**src/rtl/pipe_hazard_ctrl_pkg.sv**
```systemverilog
// Shared definitions for the pipeline hazard sequencer.
// Stage bit positions, FSM encoding and default latencies.
package pipe_hazard_ctrl_pkg;

    localparam int STG_PC    = 0;
    localparam int STG_IFID  = 1;
    localparam int STG_IDEX  = 2;
    localparam int STG_EXMEM = 3;

    localparam int MDU_LAT_DEF     = 8;
    localparam int MEM_TIMEOUT_DEF = 256;

    localparam logic [3:0] M_PC    = 4'(1 << STG_PC);
    localparam logic [3:0] M_IFID  = 4'(1 << STG_IFID);
    localparam logic [3:0] M_IDEX  = 4'(1 << STG_IDEX);
    localparam logic [3:0] M_EXMEM = 4'(1 << STG_EXMEM);
    localparam logic [3:0] M_ALL   = M_PC | M_IFID | M_IDEX | M_EXMEM;

    typedef enum logic {
        RUN      = 1'b0,
        MDU_BUSY = 1'b1
    } hz_state_t;

endpackage

```
**src/rtl/pipe_hazard_ctrl_watchdog.sv**
```systemverilog
// Memory-wait watchdog: saturating run-length counter
// of consecutive wait cycles plus a sticky timeout flag.
module hazard_wait_watchdog #(
    parameter int MEM_TIMEOUT = 256
) (
    input  logic clk,
    input  logic rst,
    input  logic mem_wait_i,
    output logic mem_timeout_o
);

    localparam int WW = $clog2(MEM_TIMEOUT + 1);
    localparam logic [WW-1:0] CNT_MAX = WW'(MEM_TIMEOUT);
    localparam logic [WW-1:0] CNT_TRIP = WW'(MEM_TIMEOUT - 1);

    logic [WW-1:0] wait_cnt;

    always_ff @(posedge clk or posedge rst) begin
        if (rst) begin
            wait_cnt      <= '0;
            mem_timeout_o <= 1'b0;
        end else if (mem_wait_i) begin
            if (wait_cnt != CNT_MAX)
                wait_cnt <= wait_cnt + 1'b1;
            if (wait_cnt == CNT_TRIP)
                mem_timeout_o <= 1'b1;
        end else begin
            wait_cnt <= '0;
        end
    end

endmodule

```
**src/rtl/pipe_hazard_ctrl.sv**
```systemverilog
// Stall/flush sequencer for the 5-stage pipeline.
// Owns the MDU occupancy FSM and the memory-wait watchdog.
import pipe_hazard_ctrl_pkg::*;

module pipe_hazard_ctrl #(
    parameter int MDU_LAT     = MDU_LAT_DEF,
    parameter int MEM_TIMEOUT = MEM_TIMEOUT_DEF
) (
    input  logic       clk,
    input  logic       rst,
    input  logic       load_use_i,
    input  logic       branch_taken_i,
    input  logic       annul_slot_i,
    input  logic       mdu_start_i,
    input  logic       mem_wait_i,
    output logic [3:0] stall_C,
    output logic [3:0] flush_C,
    output logic       slot_flush,
    output logic       busy_o,
    output logic       mem_timeout_o
);

    localparam int CW = $clog2(MDU_LAT + 1);
    localparam logic [CW-1:0] CNT_INIT = CW'(MDU_LAT - 2);

    hz_state_t     state, state_nxt;
    logic [CW-1:0] mdu_cnt, mdu_cnt_nxt;
    logic          mdu_hold;

    always_ff @(posedge clk or posedge rst) begin
        if (rst) begin
            state   <= RUN;
            mdu_cnt <= '0;
        end else begin
            state   <= state_nxt;
            mdu_cnt <= mdu_cnt_nxt;
        end
    end

    always_comb begin
        state_nxt   = state;
        mdu_cnt_nxt = mdu_cnt;
        if (!mem_wait_i) begin
            unique case (state)
                RUN: begin
                    if (mdu_start_i) begin
                        state_nxt   = MDU_BUSY;
                        mdu_cnt_nxt = CNT_INIT;
                    end
                end
                MDU_BUSY: begin
                    if (mdu_cnt == '0)
                        state_nxt = RUN;
                    else
                        mdu_cnt_nxt = mdu_cnt - 1'b1;
                end
                default: state_nxt = RUN;
            endcase
        end
    end

    // The start cycle already occupies EX, so it stalls like a busy cycle.
    assign mdu_hold = (state == MDU_BUSY) || mdu_start_i;

    always_comb begin
        stall_C    = '0;
        flush_C    = '0;
        slot_flush = 1'b0;
        if (!rst) begin
            if (mem_wait_i) begin
                stall_C = M_ALL;
            end else if (mdu_hold) begin
                stall_C = M_PC | M_IFID | M_IDEX;
                flush_C = M_EXMEM;
            end else if (branch_taken_i) begin
                flush_C = M_IFID | M_IDEX;
            end else if (load_use_i) begin
                stall_C = M_PC | M_IFID;
                flush_C = M_IDEX;
            end else if (annul_slot_i) begin
                slot_flush = 1'b1;
            end
        end
    end

    assign busy_o = (state == MDU_BUSY) && !rst;

    hazard_wait_watchdog #(
        .MEM_TIMEOUT(MEM_TIMEOUT)
    ) u_wdog (
        .clk          (clk),
        .rst          (rst),
        .mem_wait_i   (mem_wait_i),
        .mem_timeout_o(mem_timeout_o)
    );

endmodule

```
**config.mk**
```make
export PLATFORM = sky130hd
export DESIGN_NAME = pipe_hazard_ctrl
export DESIGN_NICKNAME = d
export VERILOG_FILES = /design/src/rtl/pipe_hazard_ctrl_pkg.sv /design/src/rtl/pipe_hazard_ctrl_watchdog.sv /design/src/rtl/pipe_hazard_ctrl.sv
export SDC_FILE = /design/constraint.sdc
export NUM_CORES = 1
export LEC_CHECK = 0
export ABC_CLOCK_PERIOD_IN_PS = 1300
export BUFFER_PORTS_ARGS = -buffer_cell sky130_fd_sc_hd__buf_2
export CAP_MARGIN = 20
export CORE_ASPECT_RATIO = 0.8
export CORE_MARGIN = 8
export CORE_UTILIZATION = 26
export DETAILED_ROUTE_END_ITERATION = 6
export PLACE_DENSITY = 0.48
export SLEW_MARGIN = 40
export SYNTH_ARGS = -nofsm -noshare
export SYNTH_HDL_FRONTEND = slang
export SYNTH_SLANG_ARGS = --single-unit
```
**constraint.sdc**
```tcl
create_clock -name clk -period 1.3 [get_ports clk]
set_input_delay 0.26 -clock clk [delete_from_list [all_inputs] [get_ports clk]]
set_output_delay 0.26 -clock clk [all_outputs]
set_load 0.05 [all_outputs]
```
==> metrics.txt <==
EDFF count, synth 0; Syn. warnings 0; Slew Limit Fails 0; failing checks negative setup slack; Non-Filler Instances 194; final worst-path cycle share 1.215; Fill cells 297; Internal 0.001117 W; RSZ-0062 raised after global routing yes; Synth Flop Type dfrtp_1; final setup fails 15; DR WL/cell 14.63 um; CTS Buf Count 3; VDD IR max 0.0004830 V; post-route cell area 1707 um2; Sequential Power Share 0.354; crit path kind reg2out; logic gate share of total power 0.412; CTS root buffer clkbuf_8; critical path peak fanout 3; PortBufs 16; post-synth net total 110; Worst EP required 1.04 ns; GRT overflow 0; dpl cells 176; MaxCap Viol Count 0; most common library cell in the layout ignoring fill and taps buf_4; die height 68.76 um; Unique masters post-synth 37; Worst-Skew Late Latency 0.25 ns; Area after DPL 1247 um2; outcome finished, violations left; CP Launch Type flop; Vias 928; ys async rst share 1.000; HP Class in2async; FP Rows 19; area grow syn2layout 88.66%; Post-Synth Adder-Cell Area 0.06916; Pwr Density 979.9 nW/um2; vias in the first global route 999; met3 usage 0.009067; clk_skew 0.003679 ns; Die ar. 5635 um2; most frequent cells in the layout 26 x buf_4, 17 x buf_6, 12 x dfrtp_1, 8 x buf_2; Hold Violations, Final 0; worst-path cell chain nor4_4 -> and3_4 -> buf_8; Post-Synthesis Cells 98; TritonCTS clock tree yes; min Tclk post-route 1.580 ns; final wirelength 2839 um; total track usage 0.1028; first-pass GRT wire length 4498 um; I/O pin cnt 18; CP Capture Type output pin; Worst Slack Setup Final -0.2800 ns; layout cells sized above 1 0.6908; Max Root-Sink Buffers 2; initial antenna violation count 0; grt met1 use 0.1183; DPL Wire Length 1785 um; Simple-Gate Fraction of Synth Area 0.2669; Psw 0.0005558 W; Synth Area in XOR/XNOR 0.01936; Compound-Gate Fraction of Synth Area 0.1577; GPL Wtd Cong 0.8018; antenna-violating nets left 0; clock sinks 15; Die X 81.95 um; vias per cell 4.784; Reg clk slew, reported paths 0.07 ns; setup tns final -2.574 ns; drt drc 0; H-Tree Level Count 1; GRT Max-Usage Layer met2; Largest stage delay, worst path 0.42 ns; Post-Syn Area 904.6 um2; post-synthesis mux area share 0; Pwr Total 0.001672 W; DR pass1 iterations 4; Starting DRT DRC Count 34; area of the core 3376 um2; Worst path slowest cell dfrtp_1; sequential fraction of the synthesis area 0.4149; post-synthesis register bit count 15; n_diodes 0; Leakage 0.7809 nW; Clock power frac 0.234; largest net degree at the start of global routing 16; Hold Slack 0.2412 ns; Syn Area/Cell 9.231 um2; Sw Share 0.3323; met2 Use GR 0.1878; main combinational cell family by area after synthesis simple AND/OR/NAND/NOR gates; Initial Util 0.2680; FMAX 632.9 MHz; Final nets 165; Worst EP arrival 1.32 ns
-- routing by layer --
metal,vias to the layer above,part of all wire
li1,454,-
met1,460,0.46
met2,10,0.51
met3,4,0.014
met4,0,0.016
met5,-,0
-- cells by family (layout without fill, tap and decap cells) --
kind of cell / Yosys count / after routing
AOI/OAI and AO/OA: 23 / 23
xor gates and xnor gates: 2 / 2
adders and majority gates: 5 / 5
buffers and inverters: 12 / 66
DFF: 15 / 15
other: 1 / 1
and+or+nand+nor: 40 / 40
-- layout make-up --
class | count | area, um2 | area share
multi-input cells | 71 | 728.2 | 0.4267
inverters | 8 | 30.03 | 0.01760
well taps | 42 | 52.55 | 0.03079
clock buffers | 4 | 45.04 | 0.02639
repair buffers | 54 | 471.7 | 0.2764
flip-flops and latches | 15 | 379.1 | 0.2221
-- sequential cells by signal (all words and copies together), names as in the netlist --
register and flops:
u_wdog.mem_timeout_o 1, u_wdog.wait_cnt 9, mdu_cnt 4, state 1
-- timing repair --
item	CTS	global route
setup buffers	9	9
endpoints found under the hold margin	0	0
endpoints found under the setup margin	20	22
pin swaps	17	13
cloned	0	0
hold buffers	0	0
resized for setup	51	28
-- worst max-delay path: cells and delay by family (launching register included) --
| kind | cells | cell delay, ns |
|---|---|---|
| AND/OR/NAND/NOR | 2 | 0.51 |
| flip-flops | 1 | 0.42 |
| buffers and inverters | 1 | 0.14 |
-- power by group through the flow --
stage | clock network (W) | registers, W | logic (W)
after floorplan | 0 | 0.000583 | 0.000308
after global placement | 0 | 0.000587 | 0.000474
after detailed placement | 0 | 0.000591 | 0.000485
after CTS | 0.000409 | 0.000587 | 0.000636
after global routing | 0.000439 | 0.000602 | 0.000747
final | 0.000391 | 0.000592 | 0.000690
-- synth_stat cells, types with 2 or more instances --
master	instances	share of area
nor3_1	5	0.028
nor4b_1	2	0.019
nor2_1	6	0.025
nand2_1	5	0.021
ha_1	5	0.069
o21ai_0	5	0.028
dfrtp_1	15	0.41
inv_1	8	0.033
xor2_1	2	0.019
a21oi_1	9	0.050
or3_2	2	0.017
and2_1	3	0.021
a21o_1	2	0.017
or4b_1	2	0.022
nor2b_1	2	0.014
buf_4	2	0.017
nand3_1	3	0.017
-- stage by stage --
stage	setup slack (ns)	utilization
after floorplan	-0.1216	-
after global placement	-0.1234	0.3695
after detailed placement	-0.1436	0.3695
after CTS	-0.2805	0.4622
after global routing	-0.3493	0.5056
final	-0.2800	0.5056
-- worst paths after layout --
check / to / cells after the start / from / slack [ns]
max reg2reg: u_wdog.wait_cnt[1] / 5 / u_wdog.wait_cnt[1] / -0.16
min in group clk: state / 3 / mem_wait_i / 0.43
max in group asynchronous: u_wdog.wait_cnt[2] / 4 / rst / 0.85
min: mdu_cnt[0] / 4 / rst / 0.24
min reg2reg: u_wdog.mem_timeout_o / 1 / u_wdog.mem_timeout_o / 0.45
max: slot_flush / 3 / state / -0.28
No activity file was read; power rests on OpenSTA's default activity.
